`config.mk`:
```
export PLATFORM = sky130hd
export DESIGN_NAME = hop_sched_ctrl
export DESIGN_NICKNAME = d
export VERILOG_FILES = /design/src/rtl/hop_sched_pkg.sv /design/src/rtl/hop_idx_gen.sv /design/src/rtl/hop_sched_ctrl.sv
export SDC_FILE = /design/constraint.sdc
export NUM_CORES = 1
export LEC_CHECK = 0
export ABC_CLOCK_PERIOD_IN_PS = 2650
export BUFFER_PORTS_ARGS = -buffer_cell sky130_fd_sc_hd__buf_2
export CAP_MARGIN = 40
export CORE_MARGIN = 2
export CORE_UTILIZATION = 57
export CTS_CLUSTER_SIZE = 20
export DETAILED_ROUTE_END_ITERATION = 10
export GPL_TIMING_DRIVEN = 0
export PLACE_DENSITY = 0.81
export SLEW_MARGIN = 20
export SYNTH_ARGS = -nofsm -noshare
export SYNTH_HDL_FRONTEND = slang
export SYNTH_SLANG_ARGS = --single-unit
export TNS_END_PERCENT = 30
```
`constraint.sdc`:
```
create_clock -name clk -period 2.65 [get_ports clk]
set_clock_uncertainty 0.05 [all_clocks]
set_input_delay 0.3975 -clock clk [delete_from_list [all_inputs] [get_ports clk]]
set_output_delay 0.3975 -clock clk [all_outputs]
set_load 0.005 [all_outputs]
```
`src/rtl/hop_sched_pkg.sv`:
```
// hop_sched_pkg: shared state/mode encodings and the index-to-phase mapping
package hop_sched_pkg;

    typedef enum logic [1:0] {
        ST_IDLE = 2'b00,
        ST_GAP  = 2'b01,
        ST_TX   = 2'b10
    } state_e;

    typedef enum logic {
        MODE_LINEAR = 1'b0,
        MODE_STRIDE = 1'b1
    } mode_e;

    // Full-width result; callers truncate to their phase width with a size cast.
    function automatic logic [63:0] phase_from_idx(input logic [63:0] start,
                                                    input logic [63:0] dph,
                                                    input logic [63:0] idx);
        return start + idx * dph;
    endfunction

endpackage

```
`src/rtl/hop_idx_gen.sv`:
```
// hop_idx_gen: registered hop index with linear/stride wrap and its phase increment
module hop_idx_gen
    import hop_sched_pkg::*;
#(
    parameter int PHASE_WIDTH = 24,
    parameter int NHOP_WIDTH = 8,
    parameter int NUM_HOPS = 64,
    parameter int HOP_STRIDE = 37,
    parameter logic [PHASE_WIDTH-1:0] HOP_START_PH_INC = 24'hC00000,
    parameter int HOP_DPH_INC = 131072
) (
    input  logic                   clk,
    input  logic                   reset,
    input  logic                   clear,
    input  logic                   step,
    input  mode_e                  mode,
    output logic [NHOP_WIDTH-1:0]  idx,
    output logic [PHASE_WIDTH-1:0] phase_inc
);
    localparam logic [NHOP_WIDTH-1:0] MASK = NHOP_WIDTH'(NUM_HOPS - 1);
    localparam logic [NHOP_WIDTH-1:0] STRIDE = NHOP_WIDTH'(HOP_STRIDE);

    logic [NHOP_WIDTH-1:0]  idx_q, idx_d;
    logic [PHASE_WIDTH-1:0] ph_q, ph_d;

    always_comb begin
        idx_d = clear ? '0
              : step ? (idx_q + (mode == MODE_STRIDE ? STRIDE : NHOP_WIDTH'(1))) & MASK
              : idx_q;
        ph_d = PHASE_WIDTH'(phase_from_idx(64'(HOP_START_PH_INC), 64'(HOP_DPH_INC), 64'(idx_d)));
    end

    always_ff @(posedge clk or posedge reset) begin
        if (reset) begin
            idx_q <= '0;
            ph_q <= HOP_START_PH_INC;
        end else begin
            idx_q <= idx_d;
            ph_q <= ph_d;
        end
    end

    assign idx = idx_q;
    assign phase_inc = ph_q;
endmodule

```
`src/rtl/hop_sched_ctrl.sv`:
```
// hop_sched_ctrl: walks the hop schedule, gating the datapath with srst for a sync gap per hop
module hop_sched_ctrl
    import hop_sched_pkg::*;
#(
    parameter int PHASE_WIDTH = 24,
    parameter int NHOP_WIDTH = 8,
    parameter int NUM_HOPS = 64,
    parameter int HOP_STRIDE = 37,
    parameter int GAP_WIDTH = 16,
    parameter int SYNC_GAP = 16384,
    parameter logic [PHASE_WIDTH-1:0] HOP_START_PH_INC = 24'hC00000,
    parameter int HOP_DPH_INC = 131072,
    parameter int NREP_WIDTH = 8
) (
    input  logic                   clk,
    input  logic                   reset,
    input  logic                   start,
    input  logic                   abort,
    input  logic                   mode,
    input  logic [NREP_WIDTH-1:0]  nrep,
    input  logic                   hop_ready,
    output logic                   srst,
    output logic [PHASE_WIDTH-1:0] hop_phase_inc,
    output logic [NHOP_WIDTH-1:0]  hop_idx,
    output logic [NHOP_WIDTH-1:0]  hop_cnt,
    output logic                   busy,
    output logic                   sweep_done,
    output logic [1:0]             sched_state
);
    localparam logic [GAP_WIDTH-1:0] GAP_RELOAD = GAP_WIDTH'(SYNC_GAP - 1);
    localparam logic [NHOP_WIDTH-1:0] LAST_CNT = NHOP_WIDTH'(NUM_HOPS - 1);

    state_e                 state_q, state_d;
    mode_e                  mode_q, mode_d;
    logic [GAP_WIDTH-1:0]   gap_q, gap_d;
    logic [NREP_WIDTH-1:0]  rep_q, rep_d, nrep_q, nrep_d;
    logic [NHOP_WIDTH-1:0]  cnt_q, cnt_d;
    logic                   srst_q, srst_d, busy_q, busy_d, done_q, done_d;
    logic                   clear, step, last, final_rep;

    assign last = cnt_q == LAST_CNT;
    assign final_rep = (nrep_q != '0) && (rep_q == nrep_q - NREP_WIDTH'(1));

    always_comb begin
        state_d = state_q;
        mode_d = mode_q;
        gap_d = gap_q;
        rep_d = rep_q;
        nrep_d = nrep_q;
        cnt_d = cnt_q;
        done_d = 1'b0;
        clear = 1'b0;
        step = 1'b0;
        if (abort) begin
            state_d = ST_IDLE;
            gap_d = GAP_RELOAD;
            rep_d = '0;
            cnt_d = '0;
            clear = 1'b1;
        end else begin
            case (state_q)
                ST_IDLE: if (start) begin
                    mode_d = mode_e'(mode);
                    nrep_d = nrep;
                    gap_d = GAP_RELOAD;
                    rep_d = '0;
                    cnt_d = '0;
                    clear = 1'b1;
                    state_d = ST_GAP;
                end
                ST_GAP: begin
                    gap_d = (gap_q != '0) ? gap_q - GAP_WIDTH'(1) : gap_q;
                    state_d = (gap_q == '0) ? ST_TX : ST_GAP;
                end
                ST_TX: if (hop_ready) begin
                    gap_d = GAP_RELOAD;
                    done_d = last;
                    if (!last) begin
                        cnt_d = cnt_q + NHOP_WIDTH'(1);
                        step = 1'b1;
                        state_d = ST_GAP;
                    end else if (final_rep) begin
                        state_d = ST_IDLE;
                    end else begin
                        // Continuous mode keeps counting sweeps but must not wrap.
                        rep_d = (&rep_q) ? rep_q : rep_q + NREP_WIDTH'(1);
                        cnt_d = '0;
                        clear = 1'b1;
                        state_d = ST_GAP;
                    end
                end
                default: ;
            endcase
        end
        srst_d = state_d != ST_TX;
        busy_d = state_d != ST_IDLE;
    end

    always_ff @(posedge clk or posedge reset) begin
        if (reset) begin
            state_q <= ST_IDLE;
            mode_q <= MODE_LINEAR;
            gap_q <= GAP_RELOAD;
            rep_q <= '0;
            nrep_q <= '0;
            cnt_q <= '0;
            srst_q <= 1'b1;
            busy_q <= 1'b0;
            done_q <= 1'b0;
        end else begin
            state_q <= state_d;
            mode_q <= mode_d;
            gap_q <= gap_d;
            rep_q <= rep_d;
            nrep_q <= nrep_d;
            cnt_q <= cnt_d;
            srst_q <= srst_d;
            busy_q <= busy_d;
            done_q <= done_d;
        end
    end

    hop_idx_gen #(
        .PHASE_WIDTH(PHASE_WIDTH),
        .NHOP_WIDTH(NHOP_WIDTH),
        .NUM_HOPS(NUM_HOPS),
        .HOP_STRIDE(HOP_STRIDE),
        .HOP_START_PH_INC(HOP_START_PH_INC),
        .HOP_DPH_INC(HOP_DPH_INC)
    ) u_idx (
        .clk(clk),
        .reset(reset),
        .clear(clear),
        .step(step),
        .mode(mode_q),
        .idx(hop_idx),
        .phase_inc(hop_phase_inc)
    );

    assign srst = srst_q;
    assign busy = busy_q;
    assign sweep_done = done_q;
    assign hop_cnt = cnt_q;
    assign sched_state = state_q;
endmodule

```
==> metrics.md <==
| Metric | Value |
|---|---|
| Seq/Total Area, Yosys | 40.1% |
| Worst-path fanout max | 10 |
| Placed cell areas | 3840 um2 |
| Cell count after placement | 515 |
| Vias | 2,932 |
| Async set-reset flop share out of synthesis | 100% |
| Synth Area in Simple Gates | 24.5% |
| Yosys top cell area share | 27.3% |
| Setup CP Type | reg -> reg |
| # rows | 28 |
| Clock latency on the worst-skew pair | 0.31 ns |
| Synthesized area per cell | 9.09 um2 |
| CTS Root Cell | clkbuf_8 |
| P_leak | 0.00176 uW |
| Placeable Area | 5920 um2 |
| Synth Area in Compound Gates | 13.7% |
| Yosys top cell by area | dfrtp_1 |
| CTS H-tree depth | 2 |
| I/O Buffers | 40 |
| R2r endpoint | gap_q[14] |
| Diode count | 0 |
| Final Util | 67.0% |
| Clock sinks | 55 |
| Full die area | 6750 um2 |
| Clock-pin slew on the worst setup and hold paths | 0.10 ns |
| Most used DFF post-synth | dfrtp_1 |
| First-pass GRT wire length | 12,800 um |
| Hold Vio Cnt, Final | 0 |
| Post-synthesis adder-cell area fraction | 3.95% |
| WHS | 0.144 ns |
| FF+latch count, synth | 55 |
| Status | completed |
| Clock Path Buffers | 2 |
| TritonCTS Buffers | 5 |
| Post-Syn Area | 3480 um2 |
| CP required | 2.80 ns |
| Dpl hpwl | 5680 um |
| Max-Cap Viols | 0 |
| Worst hold path class | in -> async |
| Post-synth top cells | nor2_1, dfrtp_1, nand2_1 |
| Setup crit start kind | flip-flop |
| Die W | 82.2 um |
| Largest family of logic cells by synthesized area | simple AND/OR/NAND/NOR gates |
| FMAX | 398 MHz |
| Aggregate routed wire length | 7520 um |
| Warnings, synthesis | 0 |
| Cell at the slowest stage of the critical path | dfstp_2 |
| EDFF count, synth | 0 |
| Power Dens Cells | 446 nW/um2 |
| Detailed Route Iter0 Violations | 225 |
| Crit path capture | gap_q[14] |
| Cell count after synthesis | 383 |
| Netlist cell types | 57 |
| Initial Util | 58.8% |
| Final-report max-slew violation count | 0 |
| Critical path cell sequence | inv_1 -> ha_1 -> nor2b_1 -> and4b_1 -> a31oi_1 -> clkbuf_1 -> nand3_1 -> xor2_1 -> nor2_1 |
| Routed Antenna Nets | 0 |
| Wire per inst | 14.4 um |
| # setup viols final | 0 |
| Gr usage total | 24.0% |
| PnR worst setup slack | 0.138 ns |
| Initial antenna violation count | 0 |
| GPL Wtd Cong | 0.892 |
| Worst EP arrival | 2.66 ns |
| Place WS | 0.0813 ns |
| Post-CTS Setup Bufs | 0 |
| TritonCTS clock tree | built |
| Synth Area in XOR/XNOR | 5.28% |
| Final-stage net count | 472 |
| Peak supply drop | 261 uV |
| Minimum clock period after layout | 2.51 ns |
| R2r setup slk | 0.14 ns |
| Die height | 82.2 um |
| Area growth syn-to-layout | 13.9% |
| CP endpoint kind | flip-flop |
| Via density | 5.61 |
| Post-synthesis mux area share | 4.45% |
| Slew @ Worst Pin | 0.786 ns |
| Reg-to-Reg Start | gap_q[0] |
| RSZ-0062 raised after global routing | yes |
| Slew headroom | 47.5% |
| Count leader, synth | nor2_1 |
| Layout cell share with drive strength beyond 1 | 27.9% |
| Top cells by area, synth | dfrtp_1, dfstp_2, buf_4 |
| Peak per-stage delay on the critical path | 0.58 ns |
| Fin area | 3970 um2 |
| # DRC | 0 |
| Final period util | 94.8% |
| Largest net degree at the start of global routing | 56 |
| Number of global-route vias before repair | 2,824 |
| R2r worst-path depth | 9 |
| DRT Pass-1 Iters | 4 |
| GRT overflow | 0 |
| Post-Layout Cell Count | 523 |
| # IOs | 59 |
| Worst setup path start | gap_q[0] |
[worst max-delay path, delay by kind of cell (launching register included)]
family	cells	cell delay (ns)
compound gates	1	0.27
simple gates	4	0.63
fa+ha+maj	1	0.26
xor+xnor	1	0.18
flops	1	0.58
buf+inv	2	0.43
[how the worst min path moves through the flow]
stage	to	slack (ns)	depth (start not counted)
2_1_floorplan	sched_state[1]	0.43	1
3_3_place_gp	u_idx.idx[6]	0.45	2
3_5_place_dp	gap_q[1]	0.47	2
4_1_cts	u_idx.idx[2]	0.17	2
5_1_grt	rep_q[4]	0.19	2
6_report	u_idx.idx[6]	0.14	2
[sequential cells by signal (all words and copies together) (netlist names), 2 cells and up]
register / cells
sched_state: 2
gap_q: 16
u_idx.idx: 7
nrep_q: 8
u_idx.phase_inc: 2
rep_q: 8
hop_cnt: 8
[what timing repair did]
action                                  in CTS  in global routing
resized for setup                            0                  9
endpoints found under the setup margin       0                 26
hold buffers                                 0                  0
[report_power, final]
part	switching, uW	internal, uW	leakage, uW	total, uW
sequential	57.2	879	0.000685	936
combinational	184	153	0.00103	337
clock	282	214	0.0000474	496
[metal layers]
layer,GRT usage (%),vias to the layer above,part of all wire (%)
met5,0,-,0
met4,7.33,0,1.2
met3,3.15,9,4.4
met2,40.9,76,50
met1,31.8,1408,44
li1,-,1439,-
[cell type report]
cell class | count | area (um2)
sequential | 55 | 1400
clock inverter | 2 | 16.3
fill | 520 | 1950
multi-input combinational | 297 | 1890
buffer | 33 | 220
inverter | 15 | 58.8
timing repair buffer | 40 | 200
clock buffer | 6 | 82.6
tap | 75 | 93.8
[cells by family (layout without fill, tap and decap cells)]
logic type                 count (synthesis)  count (layout)
buffers and inverters                     48              96
AOI/OAI and AO/OA                         70              70
DFF                                       55              55
and+or+nand+nor                          163             163
xor gates and xnor gates                  21              21
muxes                                     14              14
other                                      1              18
adders and majority gates                 11              11
[metrics by stage]
step                      TNS [ns]  power (uW)
after floorplan                  0        1190
after global placement           0        1250
after detailed placement         0        1270
after CTS                        0        1780
after global routing      -0.00634        1860
final                            0        1770
[placed cells by master, fill, tap and decap left out, drive strengths merged, types with 15 or more instances in the layout]
cell and count:
dfstp 17, dfrtp 38, a21oi 20, nand2 34, clkbuf 15, conb 18
nand3 17, inv 15, nor2 43, buf 64, o21ai 18
Note: power is estimated with default switching activity, not from simulation.
